==> src/rtl/scoreboard_register_file_pkg.sv <==
// Shared defaults and address-width helper for the scoreboarded register file.
package scoreboard_register_file_pkg;

    localparam int DEF_DATA_W   = 32;
    localparam int DEF_NUM_REGS = 16;
    localparam int DEF_PC_INC   = 4;

    // Minimum of 1 bit so a 2-entry file still gets a usable address port.
    function automatic int calc_aw(input int n);
        int w;
        w = 1;
        for (int i = 1; i < 31; i++) begin
            if ((1 << i) < n) w = i + 1;
        end
        return w;
    endfunction

endpackage

==> src/rtl/rf_scoreboard.sv <==
// Per-register pending bits: a claim marks a load outstanding; write-back or flush clears it.
module rf_scoreboard
    import scoreboard_register_file_pkg::*;
#(
    parameter int NUM_REGS = DEF_NUM_REGS,
    parameter int AW       = calc_aw(NUM_REGS)
) (
    input  logic                clk,
    input  logic                reset,
    input  logic                claim_en,
    input  logic [AW-1:0]       claim_addr,
    input  logic                clr_en,
    input  logic [AW-1:0]       clr_addr,
    input  logic                flush,
    output logic [NUM_REGS-1:0] pending
);

    logic [NUM_REGS-1:0] pending_next;

    // A claim beats both flush and write-back: the newer load is still outstanding.
    always_comb begin
        pending_next = pending;
        for (int i = 0; i < NUM_REGS; i++) begin
            if (claim_en && (claim_addr == AW'(i))) begin
                pending_next[i] = 1'b1;
            end else if (flush) begin
                pending_next[i] = 1'b0;
            end else if (clr_en && (clr_addr == AW'(i))) begin
                pending_next[i] = 1'b0;
            end
        end
    end

    always_ff @(posedge clk or posedge reset) begin
        if (reset) begin
            pending <= '0;
        end else begin
            pending <= pending_next;
        end
    end

endmodule

==> src/rtl/scoreboard_register_file.sv <==
// Multi-ported register file with write bypass, per-register load scoreboard and a PC register.
module scoreboard_register_file
    import scoreboard_register_file_pkg::*;
#(
    parameter int DATA_W   = DEF_DATA_W,
    parameter int NUM_REGS = DEF_NUM_REGS,
    parameter int NUM_RD   = 2,
    parameter int PC_IDX   = 15,
    parameter int PC_INC   = DEF_PC_INC,
    parameter int ZERO_REG = 0,
    localparam int AW      = calc_aw(NUM_REGS)
) (
    input  logic                     clk,
    input  logic                     reset,
    input  logic [NUM_RD*AW-1:0]     rd_addr,
    output logic [NUM_RD*DATA_W-1:0] rd_data,
    output logic [NUM_RD-1:0]        rd_busy,
    input  logic                     wr_en,
    input  logic [AW-1:0]            wr_addr,
    input  logic [DATA_W-1:0]        wr_data,
    input  logic                     claim_en,
    input  logic [AW-1:0]            claim_addr,
    input  logic                     flush,
    input  logic                     pc_en,
    input  logic                     pc_ld,
    input  logic [DATA_W-1:0]        pc_target,
    output logic [DATA_W-1:0]        pc_out
);

    logic [DATA_W-1:0]   regs [NUM_REGS];
    logic [NUM_REGS-1:0] pending;
    logic                wr_ok;
    logic                claim_ok;
    logic [DATA_W-1:0]   pc_next;

    assign wr_ok    = wr_en    && !((ZERO_REG != 0) && (wr_addr == '0));
    assign claim_ok = claim_en && !((ZERO_REG != 0) && (claim_addr == '0));
    assign pc_out   = regs[PC_IDX];

    always_comb begin
        pc_next = regs[PC_IDX];
        if (wr_ok && (wr_addr == AW'(PC_IDX))) begin
            pc_next = wr_data;
        end else if (pc_ld) begin
            pc_next = pc_target;
        end else if (pc_en) begin
            pc_next = regs[PC_IDX] + DATA_W'(PC_INC);
        end
    end

    // Out-of-range write addresses match no entry and fall through as no-ops.
    always_ff @(posedge clk or posedge reset) begin
        if (reset) begin
            for (int i = 0; i < NUM_REGS; i++) begin
                regs[i] <= '0;
            end
        end else begin
            for (int i = 0; i < NUM_REGS; i++) begin
                if (i == PC_IDX) begin
                    regs[i] <= pc_next;
                end else if (wr_ok && (wr_addr == AW'(i))) begin
                    regs[i] <= wr_data;
                end
            end
        end
    end

    rf_scoreboard #(
        .NUM_REGS (NUM_REGS),
        .AW       (AW)
    ) u_scoreboard (
        .clk        (clk),
        .reset      (reset),
        .claim_en   (claim_ok),
        .claim_addr (claim_addr),
        .clr_en     (wr_ok),
        .clr_addr   (wr_addr),
        .flush      (flush),
        .pending    (pending)
    );

    for (genvar k = 0; k < NUM_RD; k++) begin : g_rd
        logic [AW-1:0]     ra;
        logic              in_range;
        logic              wr_hit;
        logic              claim_hit;
        logic [DATA_W-1:0] data_k;
        logic              busy_k;

        assign ra        = rd_addr[k*AW +: AW];
        assign wr_hit    = wr_en && !reset && (wr_addr == ra);
        assign claim_hit = claim_ok && (claim_addr == ra);

        // A write retiring the load hides busy unless a new load claims the same entry.
        always_comb begin
            data_k   = '0;
            busy_k   = 1'b0;
            in_range = 1'b0;
            for (int i = 0; i < NUM_REGS; i++) begin
                if (ra == AW'(i)) begin
                    data_k   = regs[i];
                    busy_k   = pending[i];
                    in_range = 1'b1;
                end
            end
            if (in_range && wr_hit) begin
                data_k = wr_data;
                if (!claim_hit) busy_k = 1'b0;
            end
            if ((ZERO_REG != 0) && (ra == '0)) begin
                data_k = '0;
                busy_k = 1'b0;
            end
        end

        assign rd_data[k*DATA_W +: DATA_W] = data_k;
        assign rd_busy[k]                  = busy_k;
    end

endmodule

==> config.mk <==
export PLATFORM = sky130hd
export DESIGN_NAME = scoreboard_register_file
export DESIGN_NICKNAME = d
export VERILOG_FILES = /design/src/rtl/scoreboard_register_file_pkg.sv /design/src/rtl/rf_scoreboard.sv /design/src/rtl/scoreboard_register_file.sv
export SDC_FILE = /design/constraint.sdc
export NUM_CORES = 1
export LEC_CHECK = 0
export CORE_MARGIN = 2
export CORE_UTILIZATION = 30
export CTS_CLUSTER_SIZE = 24
export DETAILED_ROUTE_END_ITERATION = 7
export DONT_BUFFER_PORTS = 1
export SYNTH_ARGS = -nofsm -noshare
export SYNTH_HDL_FRONTEND = slang
export SYNTH_SLANG_ARGS = --single-unit
==> constraint.sdc <==
create_clock -name clk -period 16.6 [get_ports clk]
set_input_delay 0.83 -clock clk [delete_from_list [all_inputs] [get_ports clk]]
set_output_delay 0.83 -clock clk [all_outputs]
set_load 0.005 [all_outputs]
==> results of run 1 <==
==> sequential cells by signal (all words and copies together), names as in the netlist <==
register,flops
regs,480
pc_out,32
u_scoreboard.pending,16
==> cells by family after synthesis <==
| logic type | after synthesis | share of synthesized area [%] |
|---|---|---|
| AOI/OAI and AO/OA | 945 | 19.0 |
| and+or+nand+nor | 696 | 11.0 |
| buffers and inverters | 387 | 5.63 |
| adders and majority gates | 1 | 0.0382 |
| xor gates and xnor gates | 35 | 0.936 |
| muxes | 663 | 23.1 |
| DFF | 528 | 40.3 |
==> report_power, final <==
part,internal (mW),switching (mW)
registers,1.57,0.300
logic,0.430,0.433
clock network,0.826,0.585
==> per-layer routing <==
layer / wire [um] / part of all wire [%] / global-route usage (%)
met2: 62500 / 40 / 37.8
met5: 139 / 0.090 / 0
met1: 56600 / 37 / 33.1
met4: 12200 / 7.9 / 17.4
met3: 23300 / 15 / 11.4
==> critical path: cells and delay by family <==
kind | cells | cell delay (ns)
AOI/OAI and AO/OA | 3 | 1.85
buffers and inverters | 1 | 0.52
and+or+nand+nor | 2 | 0.46
==> Yosys cell counts, drive strengths merged, types with 16 or more instances <==
cell     count
mux2       532
dfrtp      528
o21ai      247
a21oi      204
buf        197
nor2       175
nand2      174
clkbuf     146
mux2i      111
nor3        61
o22ai       55
a211oi      49
nand2b      46
nor2b       45
a22oi       44
inv         41
o221ai      38
nand3       37
a221oi      34
a31oi       33
o211ai      27
o32ai       26
nand3b      24
mux4        20
and3        19
o31ai       19
xor2        19
a2111oi     16
nand4       16
xnor2       16
==> metrics by stage <==
stage               total power, mW  util (%)
finish                         4.14      32.8
global route                   4.27      32.8
CTS                            4.11      32.8
detailed placement             2.70      30.9
global placement               2.69      30.9
floorplan                      2.44         -
==> cell type report <==
type                            count  area share (%)
Clock inverter                     28            1.10
Antenna cell                        4          0.0281
Tap cell                         1414            4.97
Multi-Input combinational cell   2340            50.0
Inverter                           44           0.485
Sequential cell                   528            37.1
Timing Repair Buffer               80            1.72
Clock buffer                       76            4.57
==> worst paths after layout <==
check / start / endpoint / slack (ns) / depth (start not counted)
max: rd_addr[6] / rd_data[52] / 12.05 / 6
min: reset / pc_out[8] / 0.21 / 1
max reg2reg: pc_out[2] / pc_out[18] / 13.55 / 6
min reg2reg: regs[344] / regs[344] / 0.51 / 2
max in group asynchronous: reset / regs[478] / 14.03 / 3
min in group clk: flush / u_scoreboard.pending[11] / 0.28 / 1
==> impl_results.md, run 1 <==
- Io pins: 185
- First-pass GRT wire length: 217000 um
- Num rows: 121
- Setup bufs post-CTS: 0
- Synth Register Bits: 528
- Clock Skew: 0.0124 ns
- Share of layout cells above drive strength 1: 25.7%
- Static leakage: 14.1 nW
- Tightest Pin Transition: 1.39 ns
- Vias: 29800
- Post-synth ARST share: 100%
- CTS hold repair buffers: 0
- Initial antenna violation count: 10
- H-tree depth: 2
- Total GRT Usage: 26.7%
- Post-synth top area share: 40.3%
- Initial Util: 30.2%
- Worst-path clk slew: 0.06 ns
- Vias in the first global route: 27900
- Tcrit/Tclk final: 27.4%
- CTS resizes: 0
- Synthesized area: 0.0327 mm2
- Clock sink count: 528
- Vias/cell: 6.60
- Fin Hold WS: 0.213 ns
- Post-route insts no fill: 4514
- Pre-CTS WS: 12.32 ns
- DRC Markers: 38
- Area Growth Syn to Fin: 8.79%
- Minimum clock period: 4.55 ns
- RSZ-0062 raised after global routing: no
- Syn nets: 3343
- CP max stage delay: 0.90 ns
- Fin worst setup slack: 12.05 ns
- Final HPWL DP: 98500 um
- Pwr/cell area: 116 mW/mm2
- Fmax: 220 MHz
- Hold WC Path Type: in2async
- Final hold viol count: 0
- Cell taking the most area after synthesis: dfrtp_1
- Clock latency on the worst-skew pair: 0.66 ns
- Number of buffers created by CTS: 57
- Critical Path Start Type: primary input
- Crit path cell chain: nor2b_4, buf_4, a221oi_1, a2111oi_0, and3b_1, o31ai_1
- Yosys warnings: 0
- Die X-Extent: 334 um
- Global route overflow: 0
- Commonest non-fill, non-tap cell in the layout: mux2_2
- Slew Limit Fails: 0
- Routed WL: 155000 um
- Post-route cell area: 0.0356 mm2
- Root Driver: clkbuf_16
- Slowest CP cell: a2111oi_0
- Port-buffer cells: 0
- Rel. slew slack: 7.16%
- Synth area leaders: dfrtp_1 40%, mux2_2 18%, o21ai_0 3.8%, mux2i_1 3.4%, a21oi_1 3.1%
- Most frequent cells in the layout: 532 x mux2_2, 528 x dfrtp_1, 245 x o21ai_0, 204 x a21oi_1, 172 x nand2_1
- Setup_tns: 0 ns
- Pin count of the biggest net entering global routing: 222
- Placer Congestion: 1.01
- Die height: 334 um
- Reg area: 0.0132 mm2
- Status: complete, but fails checks
- Failing checks: design-rule violations
- Max Buffers Root-to-Sink: 3
- Drt wl/cell: 34.3 um
- Max-cap viol count: 0
- Worst-path fanout max: 93
- Number of synthesized flops with an enable pin: 0
- Multi-input logic area: 0.0178 mm2
- Number of nets with antenna violations after routing: 0
- Setup Viol. Count Final: 0
- DP Area: 0.0336 mm2
- Worst EP arrival: 3.72 ns
- Cell Count Post-Placement: 4406
- CP Class: in2out
- Area of the die: 0.112 mm2
- Core Area: 0.109 mm2
- Netlist cell types: 88
- Most used DFF post-synth: dfrtp_1
- Initial DRC count: 4990
- Nets: 3139
- Worst vdd ir: 0.0838 mV
- CP Data Required Time: 15.77 ns
- First drt pass iteration count: 8
- Critical Path End Type: output pin
- Fillers: 11000
- CTS tree: yes
- Post-Synthesis Cells: 3255
- Share of the yosys chip area belonging to registers: 40.3%
- Post-Synthesis Mean Instance Area: 10.1 um2
Power figures use the tool's default switching activity.
==> inputs of run 2 (changes only) <==
- ABC_AREA: default -> 1
- clock period: 16.6 -> 4.11 ns (I/O delays scaled with it)
==> run 2 against run 1 <==
  * The run now ends clean
  * First-iteration DRC count is 30% lower
  * Global-route usage shrank 3.9 points
  * Non-clock buffer count grew 78
  * Critical endpoint is now pc_out[31]
  * Highest routed layer is now met4
  * Via count is 0.83% lower
  * Sequential power grew to 3.8 times the previous value
  * Power grew to 3.6 times the previous value
  * Wire length is 24% lower
  * Register-to-register slack lost 13 ns
  * Critical path depth up 5
  * Clock power rose to 3.6 times the previous value
  * Largest cell class unchanged
  * Cell count rose by 23%
==> impl_results.md, run 2 <==
- Slowest CP cell: nor4_1
- Initial Util: 30.1% (-0.051 points)
- Netlist cell types: 38 (-57%)
- Cell taking the most area after synthesis: dfrtp_1
- Commonest non-fill, non-tap cell in the layout: nand2_1
- Cell-internal power: 10.1 mW (+260%)
- CP Data Required Time: 4.62 ns (-11.15 ns)
- Most common cell in the synthesized netlist: nand2_1
- Most used DFF post-synth: dfrtp_1
- Most frequent cells in the layout: 1337 x nand2_1, 566 x nor2_1, 528 x dfrtp_1, 425 x o21ai_0, 321 x a21oi_1
- Worst-path fanout max: 5 (-95%)
- Max-cap viol count: 0 (unchanged)
- Io pins: 185 (unchanged)
- First drt pass iteration count: 6 (-2)
- Fmax: 316 MHz
- CP max stage delay: 0.57 ns (-0.33 ns)
- RSZ-0062 raised after global routing: no
- Pre-CTS WS: 1.33 ns (-10.99 ns)
- Static leakage: 14.6 nW (+3.3%)
- Die height: 318 um (-5.0%)
- Reg area: 0.0132 mm2 (unchanged)
- Nets: 4280 (+36%)
- Vias in the first global route: 27400 (-1.6%)
- Sequential fraction of design power: 47.7% (+2.6 points)
- Max Buffers Root-to-Sink: 3 (unchanged)
- Number of buffers created by CTS: 54 (-5.3%)
- Fillers: 10400 (-5.4%)
- Status: complete, no violations
- Synthesized area: 0.0295 mm2 (-9.9%)
- Comb pwr share: 18.7% (-2.1 points)
- Pin count of the biggest net entering global routing: 114 (-49%)
- Crit path top cell by count: nand2_1
- Post-Synthesis Mean Instance Area: 6.89 um2 (-32%)
- Setup_tns: 0 ns (unchanged)
- CTS tree: yes
- Minimum clock period: 3.16 ns
- Number of nets with antenna violations after routing: 0 (unchanged)
- Number of synthesized flops with an enable pin: 0 (unchanged)
- Multi-input logic area: 0.0139 mm2 (-22%)
- Post-synth top area share: 44.8% (+4.4 points)
- Yosys warnings: 0 (unchanged)
- Port-buffer cells: 0 (unchanged)
- Cell Count Post-Placement: 5340 (+21%)
- Pwr/cell area: 452 mW/mm2 (+290%)
- Tcrit/Tclk final: 77.0%
- Clock Skew: 0.0133 ns (+0.000927 ns)
- First-pass GRT wire length: 176000 um (-19%)
- Synth Register Bits: 528 (unchanged)
- Hold WC Path Type: in2reg
- Most frequent cells after synthesis: 1340 x nand2_1, 596 x nor2_1, 528 x dfrtp_1
- Post-synth ARST share: 100% (unchanged)
- Largest register FFs: 480 (unchanged)
- Global route overflow: 0 (unchanged)
- Clock sink count: 528 (unchanged)
- Initial antenna violation count: 9 (-1)
- Final hold viol count: 0 (unchanged)
- Share of layout cells above drive strength 1: 5.45% (-20 points)
- Vias: 29600 (-0.83%)
- Root Driver: clkbuf_16
- Placer Congestion: 0.979 (-3.2%)
- Initial DRC count: 3516 (-30%)
- Final HPWL DP: 79100 um (-20%)
- Slew Limit Fails: 0 (unchanged)
- Rel. slew slack: 14.8% (+7.6 points)
- Area of the die: 0.101 mm2 (-9.8%)
- Die X-Extent: 318 um (-5.0%)
- Vias/cell: 5.34 (-19%)
- Critical Path End Type: flop
- Setup Viol. Count Final: 0 (unchanged)
- Switching power: 4.93 mW (+270%)
- H-tree depth: 2 (unchanged)
- Worst EP arrival: 3.68 ns (-0.04 ns)
- Syn nets: 4373 (+31%)
- Share of the yosys chip area belonging to registers: 44.8% (+4.4 points)
- Tightest Pin Transition: 1.28 ns (-0.113 ns)
- Total GRT Usage: 22.9% (-3.9 points)
- Critical Path Start Type: flop
- Routed WL: 118000 um (-24%)
- Largest reg by FF count: regs
- CP Class: reg2reg
- CTS resizes: 0 (unchanged)
- DRC Markers: 0 (-100%)
- Crit path cell chain: inv_1, nor4_1, nand2_1, nor4_1, nand2_1, xor2_1, nand2_1, nand2_1, nand2_1, nand2_1, dlygate4sd3_1
- Proportion of power drawn by the clock network: 33.6% (-0.4 points)
- Post-Synthesis Cells: 4285 (+32%)
- Net Sw Frac: 32.8% (+1.0 points)
- Post-route insts no fill: 5538 (+23%)
- Worst vdd ir: 0.370 mV (+340%)
- Worst-path clk slew: 0.07 ns (about the same)
- Num rows: 115 (-5.0%)
- Clock latency on the worst-skew pair: 0.63 ns (-0.03 ns)
- Fin worst setup slack: 0.946 ns (-11.10 ns)
- Drt wl/cell: 21.4 um (-38%)
- Synth area leaders: dfrtp_1 45%, nand2_1 17%, nor2_1 7.6%, o21ai_0 7.2%, a21oi_1 5.4%
- Area Growth Syn to Fin: 12.5%
- Core Area: 0.0980 mm2 (-9.7%)
## run 2: worst max-delay path, delay by kind of cell (launching register included)
kind | cells | cell delay [ns]
XOR/XNOR | 1 | 0.19
flip-flops | 1 | 0.49
buffers and inverters | 2 | 0.72
AND/OR/NAND/NOR | 8 | 1.63
## run 2: area by class of cell
| class | count | area share, % |
|---|---|---|
| diodes | 15 | 0.113 |
| clock buffers | 87 | 5.03 |
| clock inverters | 13 | 0.279 |
| inverters | 318 | 3.61 |
| multi-input cells | 3132 | 41.9 |
| flip-flops and latches | 528 | 39.8 |
| well taps | 1287 | 4.85 |
| repair buffers | 158 | 4.38 |
## run 2: per-layer routing
layer	up-vias	GRT usage [%]	share of wire, %
met5	-	0	0
met4	0	12.3	5.6
met3	307	4.30	9.0
met2	1528	36.5	46
met1	14100	29.3	40
li1	13600	-	-
## run 2: cells by family after synthesis
logic type | count (synthesis) | share of synthesized area (%)
AOI/OAI and AO/OA | 794 | 13.9
DFF | 528 | 44.8
adders and majority gates | 1 | 0.0424
buffers and inverters | 625 | 8.59
and+or+nand+nor | 2315 | 32.1
xor gates and xnor gates | 22 | 0.653
## run 2: stage by stage
step	util, %	power [mW]	hold WS [ns]	cell area, um2
after floorplan	-	8.98	0.305	29500
after global placement	31.2	9.75	0.262	30600
after detailed placement	31.2	9.85	0.259	30600
after CTS	33.8	15.0	0.00206	33200
after global routing	33.9	15.8	0.0198	33200
final	33.9	15.0	0.0326	33200
## run 2: power by group through the flow
stage | combinational, mW | clock (mW) | sequential [mW]
floorplan | 1.99 | 0 | 6.99
global placement | 2.58 | 0 | 7.17
detailed placement | 2.65 | 0 | 7.20
CTS | 2.79 | 5.10 | 7.11
global route | 3.16 | 5.32 | 7.28
finish | 2.80 | 5.04 | 7.15
## run 2: final timing paths
check	startpoint	end	slack, ns	cells past startpoint
worst max-delay path	pc_out[15]	pc_out[31]	0.95	11
worst min register to register	regs[45]	regs[45]	0.50	2
worst min-delay path	wr_data[26]	regs[474]	0.03	2
min in group asynchronous	reset	u_scoreboard.pending[4]	0.22	2
max in group asynchronous	reset	regs[135]	2.75	3
worst max register to register	pc_out[15]	pc_out[31]	0.95	11
## run 2: what timing repair did
item                      4_1_cts  5_1_grt
hold endpoints to repair      334        0
hold buffers                   83        0
setup buffers                   0        0
